[src/rtl/bus_transfer_ctrl_if.sv]
// Command handshake and bus-side signal bundle for bus_transfer_ctrl.
// slave = the controller, master = command source plus bus/register bank.
interface bus_transfer_ctrl_if #(
  parameter int SEL_W = 5
);
  logic                 cmd_valid;
  logic                 cmd_ready;
  logic [SEL_W-1:0]     cmd_src;
  logic [SEL_W-1:0]     cmd_dst;
  logic [31:0]          bus_in;
  logic [SEL_W-1:0]     reg_out_select;
  logic                 bus_drive;
  logic [2**SEL_W-1:0]  dst_load;
  logic [31:0]          xfer_data;
  logic                 done;
  logic                 cmd_error;
  logic                 busy;

  modport slave (
    input  cmd_valid, cmd_src, cmd_dst, bus_in,
    output cmd_ready, reg_out_select, bus_drive, dst_load, xfer_data, done, cmd_error, busy
  );

  modport master (
    output cmd_valid, cmd_src, cmd_dst, bus_in,
    input  cmd_ready, reg_out_select, bus_drive, dst_load, xfer_data, done, cmd_error, busy
  );
endinterface

[src/rtl/bus_transfer_ctrl.sv]
// Queues src->dst moves and sequences bus select (DRIVE) then destination load (LATCH).
// Accept-to-done is 3 cycles, one transfer per 2 cycles; cmd_ready drops only when the FIFO is full.
module bus_transfer_ctrl #(
  parameter int SEL_W    = 5,
  parameter int DEPTH    = 2,
  parameter int MAX_CODE = 22
) (
  input  logic              clk,
  input  logic              reset,
  bus_transfer_ctrl_if.slave bus
);
  localparam int AW = $clog2(DEPTH);
  localparam int NL = 2**SEL_W;
  localparam logic [SEL_W-1:0] MAX_SEL  = SEL_W'(MAX_CODE);
  localparam logic [NL-1:0]    LOAD_ONE = NL'(1);

  typedef struct packed {
    logic [SEL_W-1:0] src;
    logic [SEL_W-1:0] dst;
  } cmd_t;

  typedef enum logic [1:0] {IDLE, DRIVE, LATCH} state_t;

  cmd_t             mem_q [DEPTH];
  logic [AW:0]      wr_ptr_q, wr_ptr_d;
  logic [AW:0]      rd_ptr_q, rd_ptr_d;
  state_t           state_q;
  logic [SEL_W-1:0] dst_q;
  logic [SEL_W-1:0] sel_q;
  logic             drive_q;
  logic [NL-1:0]    load_q;
  logic [31:0]      xfer_q;
  logic             done_q;
  logic             err_q;

  logic full, empty, accept, cmd_ok, push, pop;
  cmd_t head;

  // Extra pointer MSB separates the full and empty cases when the indices match.
  assign empty  = (wr_ptr_q == rd_ptr_q);
  assign full   = (wr_ptr_q[AW] != rd_ptr_q[AW]) && (wr_ptr_q[AW-1:0] == rd_ptr_q[AW-1:0]);
  assign accept = bus.cmd_valid && !full;
  assign cmd_ok = (bus.cmd_src <= MAX_SEL) && (bus.cmd_dst <= MAX_SEL);
  assign push   = accept && cmd_ok;
  assign pop    = !empty && ((state_q == IDLE) || (state_q == LATCH));
  assign head   = mem_q[rd_ptr_q[AW-1:0]];

  assign wr_ptr_d = wr_ptr_q + (AW+1)'(push);
  assign rd_ptr_d = rd_ptr_q + (AW+1)'(pop);

  always_ff @(posedge clk) begin
    if (push) begin
      mem_q[wr_ptr_q[AW-1:0]] <= '{src: bus.cmd_src, dst: bus.cmd_dst};
    end
  end

  always_ff @(posedge clk or posedge reset) begin
    if (reset) begin
      wr_ptr_q <= '0;
      rd_ptr_q <= '0;
    end else begin
      wr_ptr_q <= wr_ptr_d;
      rd_ptr_q <= rd_ptr_d;
    end
  end

  always_ff @(posedge clk or posedge reset) begin
    if (reset) begin
      state_q <= IDLE;
      dst_q   <= '0;
      sel_q   <= '0;
      drive_q <= 1'b0;
      load_q  <= '0;
      xfer_q  <= '0;
      done_q  <= 1'b0;
      err_q   <= 1'b0;
    end else begin
      done_q <= 1'b0;
      err_q  <= accept && !cmd_ok;
      case (state_q)
        IDLE: begin
          if (!empty) begin
            state_q <= DRIVE;
            dst_q   <= head.dst;
            sel_q   <= head.src;
            drive_q <= 1'b1;
          end
        end
        DRIVE: begin
          state_q <= LATCH;
          load_q  <= LOAD_ONE << dst_q;
        end
        LATCH: begin
          xfer_q <= bus.bus_in;
          done_q <= 1'b1;
          load_q <= '0;
          // Chain straight into the next DRIVE so back-to-back moves take 2 cycles each.
          if (!empty) begin
            state_q <= DRIVE;
            dst_q   <= head.dst;
            sel_q   <= head.src;
          end else begin
            state_q <= IDLE;
            drive_q <= 1'b0;
          end
        end
        default: state_q <= IDLE;
      endcase
    end
  end

  assign bus.cmd_ready      = !full;
  assign bus.reg_out_select = sel_q;
  assign bus.bus_drive      = drive_q;
  assign bus.dst_load       = load_q;
  assign bus.xfer_data      = xfer_q;
  assign bus.done           = done_q;
  assign bus.cmd_error      = err_q;
  assign bus.busy           = !empty || (state_q != IDLE);
endmodule

[src/flat_wrapper.sv]
// flat-port wrapper written by rule: the top's interface ports become plain ports
module bus_transfer_ctrl_flat 
#(
  parameter int SEL_W    = 5,
  parameter int DEPTH    = 2,
  parameter int MAX_CODE = 22
)
  (clk, reset, bus_cmd_valid, bus_cmd_src, bus_cmd_dst, bus_bus_in, bus_cmd_ready, bus_reg_out_select, bus_bus_drive, bus_dst_load, bus_xfer_data, bus_done, bus_cmd_error, bus_busy);
  bus_transfer_ctrl_if #(.SEL_W(SEL_W)) bus_i ();
  input  logic clk;
  input  logic reset;
  input wire logic [$bits(bus_i.cmd_valid)-1:0] bus_cmd_valid;
  input wire logic [$bits(bus_i.cmd_src)-1:0] bus_cmd_src;
  input wire logic [$bits(bus_i.cmd_dst)-1:0] bus_cmd_dst;
  input wire logic [$bits(bus_i.bus_in)-1:0] bus_bus_in;
  output wire logic [$bits(bus_i.cmd_ready)-1:0] bus_cmd_ready;
  output wire logic [$bits(bus_i.reg_out_select)-1:0] bus_reg_out_select;
  output wire logic [$bits(bus_i.bus_drive)-1:0] bus_bus_drive;
  output wire logic [$bits(bus_i.dst_load)-1:0] bus_dst_load;
  output wire logic [$bits(bus_i.xfer_data)-1:0] bus_xfer_data;
  output wire logic [$bits(bus_i.done)-1:0] bus_done;
  output wire logic [$bits(bus_i.cmd_error)-1:0] bus_cmd_error;
  output wire logic [$bits(bus_i.busy)-1:0] bus_busy;
  assign bus_i.cmd_valid = bus_cmd_valid;
  assign bus_i.cmd_src = bus_cmd_src;
  assign bus_i.cmd_dst = bus_cmd_dst;
  assign bus_i.bus_in = bus_bus_in;
  assign bus_cmd_ready = bus_i.cmd_ready;
  assign bus_reg_out_select = bus_i.reg_out_select;
  assign bus_bus_drive = bus_i.bus_drive;
  assign bus_dst_load = bus_i.dst_load;
  assign bus_xfer_data = bus_i.xfer_data;
  assign bus_done = bus_i.done;
  assign bus_cmd_error = bus_i.cmd_error;
  assign bus_busy = bus_i.busy;
  bus_transfer_ctrl #(.SEL_W(SEL_W), .DEPTH(DEPTH), .MAX_CODE(MAX_CODE)) u_core (.clk(clk), .reset(reset), .bus(bus_i));
endmodule
[config.mk]
export PLATFORM = sky130hd
export DESIGN_NAME = bus_transfer_ctrl_flat
export DESIGN_NICKNAME = d
export VERILOG_FILES = /design/src/rtl/bus_transfer_ctrl_if.sv /design/src/rtl/bus_transfer_ctrl.sv /design/src/flat_wrapper.sv
export SDC_FILE = /design/constraint.sdc
export NUM_CORES = 1
export LEC_CHECK = 0
export CAP_MARGIN = 10
export CORE_UTILIZATION = 40
export CTS_CLUSTER_SIZE = 30
export DETAILED_ROUTE_END_ITERATION = 12
export GPL_TIMING_DRIVEN = 0
export PLACE_DENSITY = 0.69
export SYNTH_ARGS = -nofsm -noshare
export SYNTH_HDL_FRONTEND = slang
export SYNTH_SLANG_ARGS = --single-unit
[constraint.sdc]
create_clock -name clk -period 4.3 [get_ports clk]
set_input_delay 1.29 -clock clk [delete_from_list [all_inputs] [get_ports clk]]
set_output_delay 1.29 -clock clk [all_outputs]
set_load 0.02 [all_outputs]
==> impl_metrics.tcl <==
set metrics [dict create \
    grt_pass1_vias 2532 \
    holdPathStages 1 \
    holdPathEnd "u_core.bus.xfer_data[15]$_DFFE_PP0P_" \
    cp_num_buf_inv 1 \
    cts_tree "yes" \
    numCtsBuffers 9 \
    synth_top_area_share_pct 50.5 \
    min_period_ps 3200 \
    setup_viol 0 \
    layout-drive-gt1-share_pct 19.2 \
    critPathKind "reg -> out" \
    crit_chain "xnor2_1 -> nand3_1 -> clkdlybuf4s50_1" \
    finalInstanceArea_um2 5680 \
    synth_top_cell_by_area "dfrtp_1" \
    start_util_pct 41.7 \
    wirelength_um 8400 \
    postPlaceCellArea_um2 5490 \
    r2r_end "u_core.mem_q[1][3]$_DFFE_PP_" \
    post-route-drc-count 0 \
    rows 36 \
    grt-ovfl-total 0 \
    track_usage_pct 15.9 \
    ys_warn_count 0 \
    hp-class "reg -> reg" \
    relSlewSlack_pct 64.2 \
    antenna_found_initial 0 \
    vias 2678 \
    n_antenna_cell 0 \
    cts_setup_buffers 0 \
    slowest_delay_ps 590 \
    htreeDepth 3 \
    reg2reg_depth 4 \
    synthTopCellsByArea "dfrtp_1 (50%), edfxtp_1 (15%), mux2_2 (12%), o22ai_1 (4.3%), inv_1 (3.6%)" \
    max_slew.worst_pin.slew_ps 537 \
    cp_max_fo 4 \
    wire_per_inst_um 15.1 \
    detail-route-antenna-nets 0 \
    layout_common_cells "clkdlybuf4s50_1 (118), dfrtp_1 (83), mux2_2 (43)" \
    outcome "finished, final reports clean" \
    power_density_nw_per_um2 766 \
    max_cap_violations 0 \
    drv_slew 0 \
    arrival_ps 1910 \
    drt_first_pass_iters 6 \
    place.gp.congestion 0.707 \
    core_area_um2 9860 \
    cellLeakagePower_nw 2.30 \
    crit_slowest_cell "clkdlybuf4s50_1" \
    cp-start-kind "register" \
    areaGrowthSynthToFinish_pct 38.0 \
    io_buffers 118 \
    end_kind "primary output" \
    grt_pass1_wl_um 12900 \
    cts_max_path_buffers 2 \
    clk_pin_slew_worst_paths_ps 100 \
    synth_nets 340 \
    fin_nets 470 \
    min_from "u_core.bus.xfer_data[15]$_DFFE_PP0P_" \
    syn_area_um2 4110 \
    grt_max_degree 47 \
    ir_worst_vdd_v 0.000404 \
    reg2reg_from "u_core.wr_ptr_q[1]$_DFF_PP0_" \
    ys_seq_elements 103 \
    timing.final.crit_share_pct 74.4 \
    die_w_um 103 \
    clk_latency_ps 360 \
    die_h_um 103 \
    cts-resized-gates 0 \
    fin_skew_ps 13.3 \
    dp_hpwl_um 6070 \
    synth.avg_cell_area_um2 14.3 \
    fmax_mhz 312 \
    clock-root-buffer "clkbuf_8" \
    dieArea_um2 10700 \
    fin_util_pct 57.6 \
    critPathTopFamily "buffers and inverters" \
    hold_viol_final 0 \
    reg2reg_slack_ps 2260 \
    yosys.cell_types.count 33 \
    seq_area_frac_synth_pct 65.1 \
    post_drt_via_cell_ratio 4.83 \
    boundaryPins 119 \
    drt-initial-drc-count 41 \
    clock_sinks 103 \
    critPathRequiredTime_ps 3010 \
    rsz0062_at_grt "no" \
    ctsHoldBuffers 0 \
    postSynthCellCount 288 \
    mostFrequentLayoutCell "clkdlybuf4s50_1" \
]
[cell families (layout without fill, tap and decap cells)]
group           Yosys count  count (layout)  share of synthesized area, %
compound gates           41              41                          6.75
flops                   103             103                          65.1
xor+xnor                  6               6                          1.28
buf+inv                  51             185                          5.05
fa+ha+maj                 7               7                          2.13
mux                      53              53                          15.3
simple gates             27              27                          4.38
[registers in the layout, summed over array words and instances, names as in the netlist]
register                   count
u_core.bus.xfer_data          32
u_core.wr_ptr_q                2
u_core.bus.bus_drive           1
u_core.dst_q                   5
u_core.rd_ptr_q                2
u_core.bus.done                1
u_core.state_q                 2
u_core.mem_q                  20
u_core.bus.dst_load           32
u_core.bus.reg_out_select      5
u_core.bus.cmd_error           1
[worst register-to-register path, delay by kind of cell (launching register included)]
family                   cells  cell delay (ps)
adder cells (fa/ha/maj)      1              520
AND/OR/NAND/NOR              1              190
AO/OA/AOI/OAI                1              190
flip-flops                   1              440
XOR/XNOR                     1              340
[worst max path at each step]
stage,startpoint,to,slack (ps),cells past startpoint
finish,u_core.rd_ptr_q[0]$_DFF_PP0_,bus_busy,1100,3
global route,u_core.rd_ptr_q[0]$_DFF_PP0_,bus_busy,940,3
CTS,u_core.rd_ptr_q[0]$_DFF_PP0_,bus_busy,1080,3
detailed placement,bus_cmd_src[1],u_core.mem_q[1][0]$_DFFE_PP_,890,5
global placement,reset,u_core.bus.dst_load[1]$_DFFE_PP0P_,-460,2
floorplan,reset,u_core.bus.bus_drive$_DFFE_PP0P_,870,1
[report_power, final]
group | switching [mW] | leakage, nW | internal, mW
clock network | 0.321 | 0.0927 | 0.269
registers | 0.213 | 1.22 | 1.36
logic | 1.10 | 0.982 | 1.10
total | 1.63 | 2.30 | 2.72
[stage by stage]
stage	power (mW)	setup TNS (ps)	cells	hold WS [ps]	worst slack (ps)
floorplan	2.92	0	288	498	873
global placement	3.75	-38110	539	489	-461
detailed placement	3.80	0	540	494	893
CTS	4.40	0	555	517	1080
global route	4.62	0	555	533	944
finish	4.35	0	555	513	1100
[cell usage after synthesis, drive strengths merged]
master / n
o221ai: 1
or3: 4
o21ai: 2
nand2: 4
clkbuf: 4
nand4: 2
buf: 8
nor2b: 1
nor2: 2
nand4b: 1
nand3: 2
xor2: 4
inv: 39
o32ai: 4
a21oi: 1
dfrtp: 83
nand2b: 3
or2: 1
mux2: 53
and2b: 1
a22oi: 2
a31o: 2
o22ai: 28
nand3b: 2
or3b: 4
edfxtp: 20
ha: 7
xnor2: 2
o31ai: 1
[cell type report]
class                      instances  area (um^2)
clock buffer                      10          128
clock inverter                     5         60.1
multi-input combinational        134         1230
tap                              133          166
timing repair buffer             119         1210
buffer                            12         61.3
fill                             837         4190
inverter                          39          149
sequential                       103         2680
[per-layer routing]
metal	part of all wire (%)	GRT usage (%)	vias to the layer above
met5	0	0	-
met4	1.4	5.96	0
met3	3.5	3.36	10
met2	50	24.9	66
met1	46	22.0	1327
li1	-	-	1275
(Power assumes the default switching activity.)
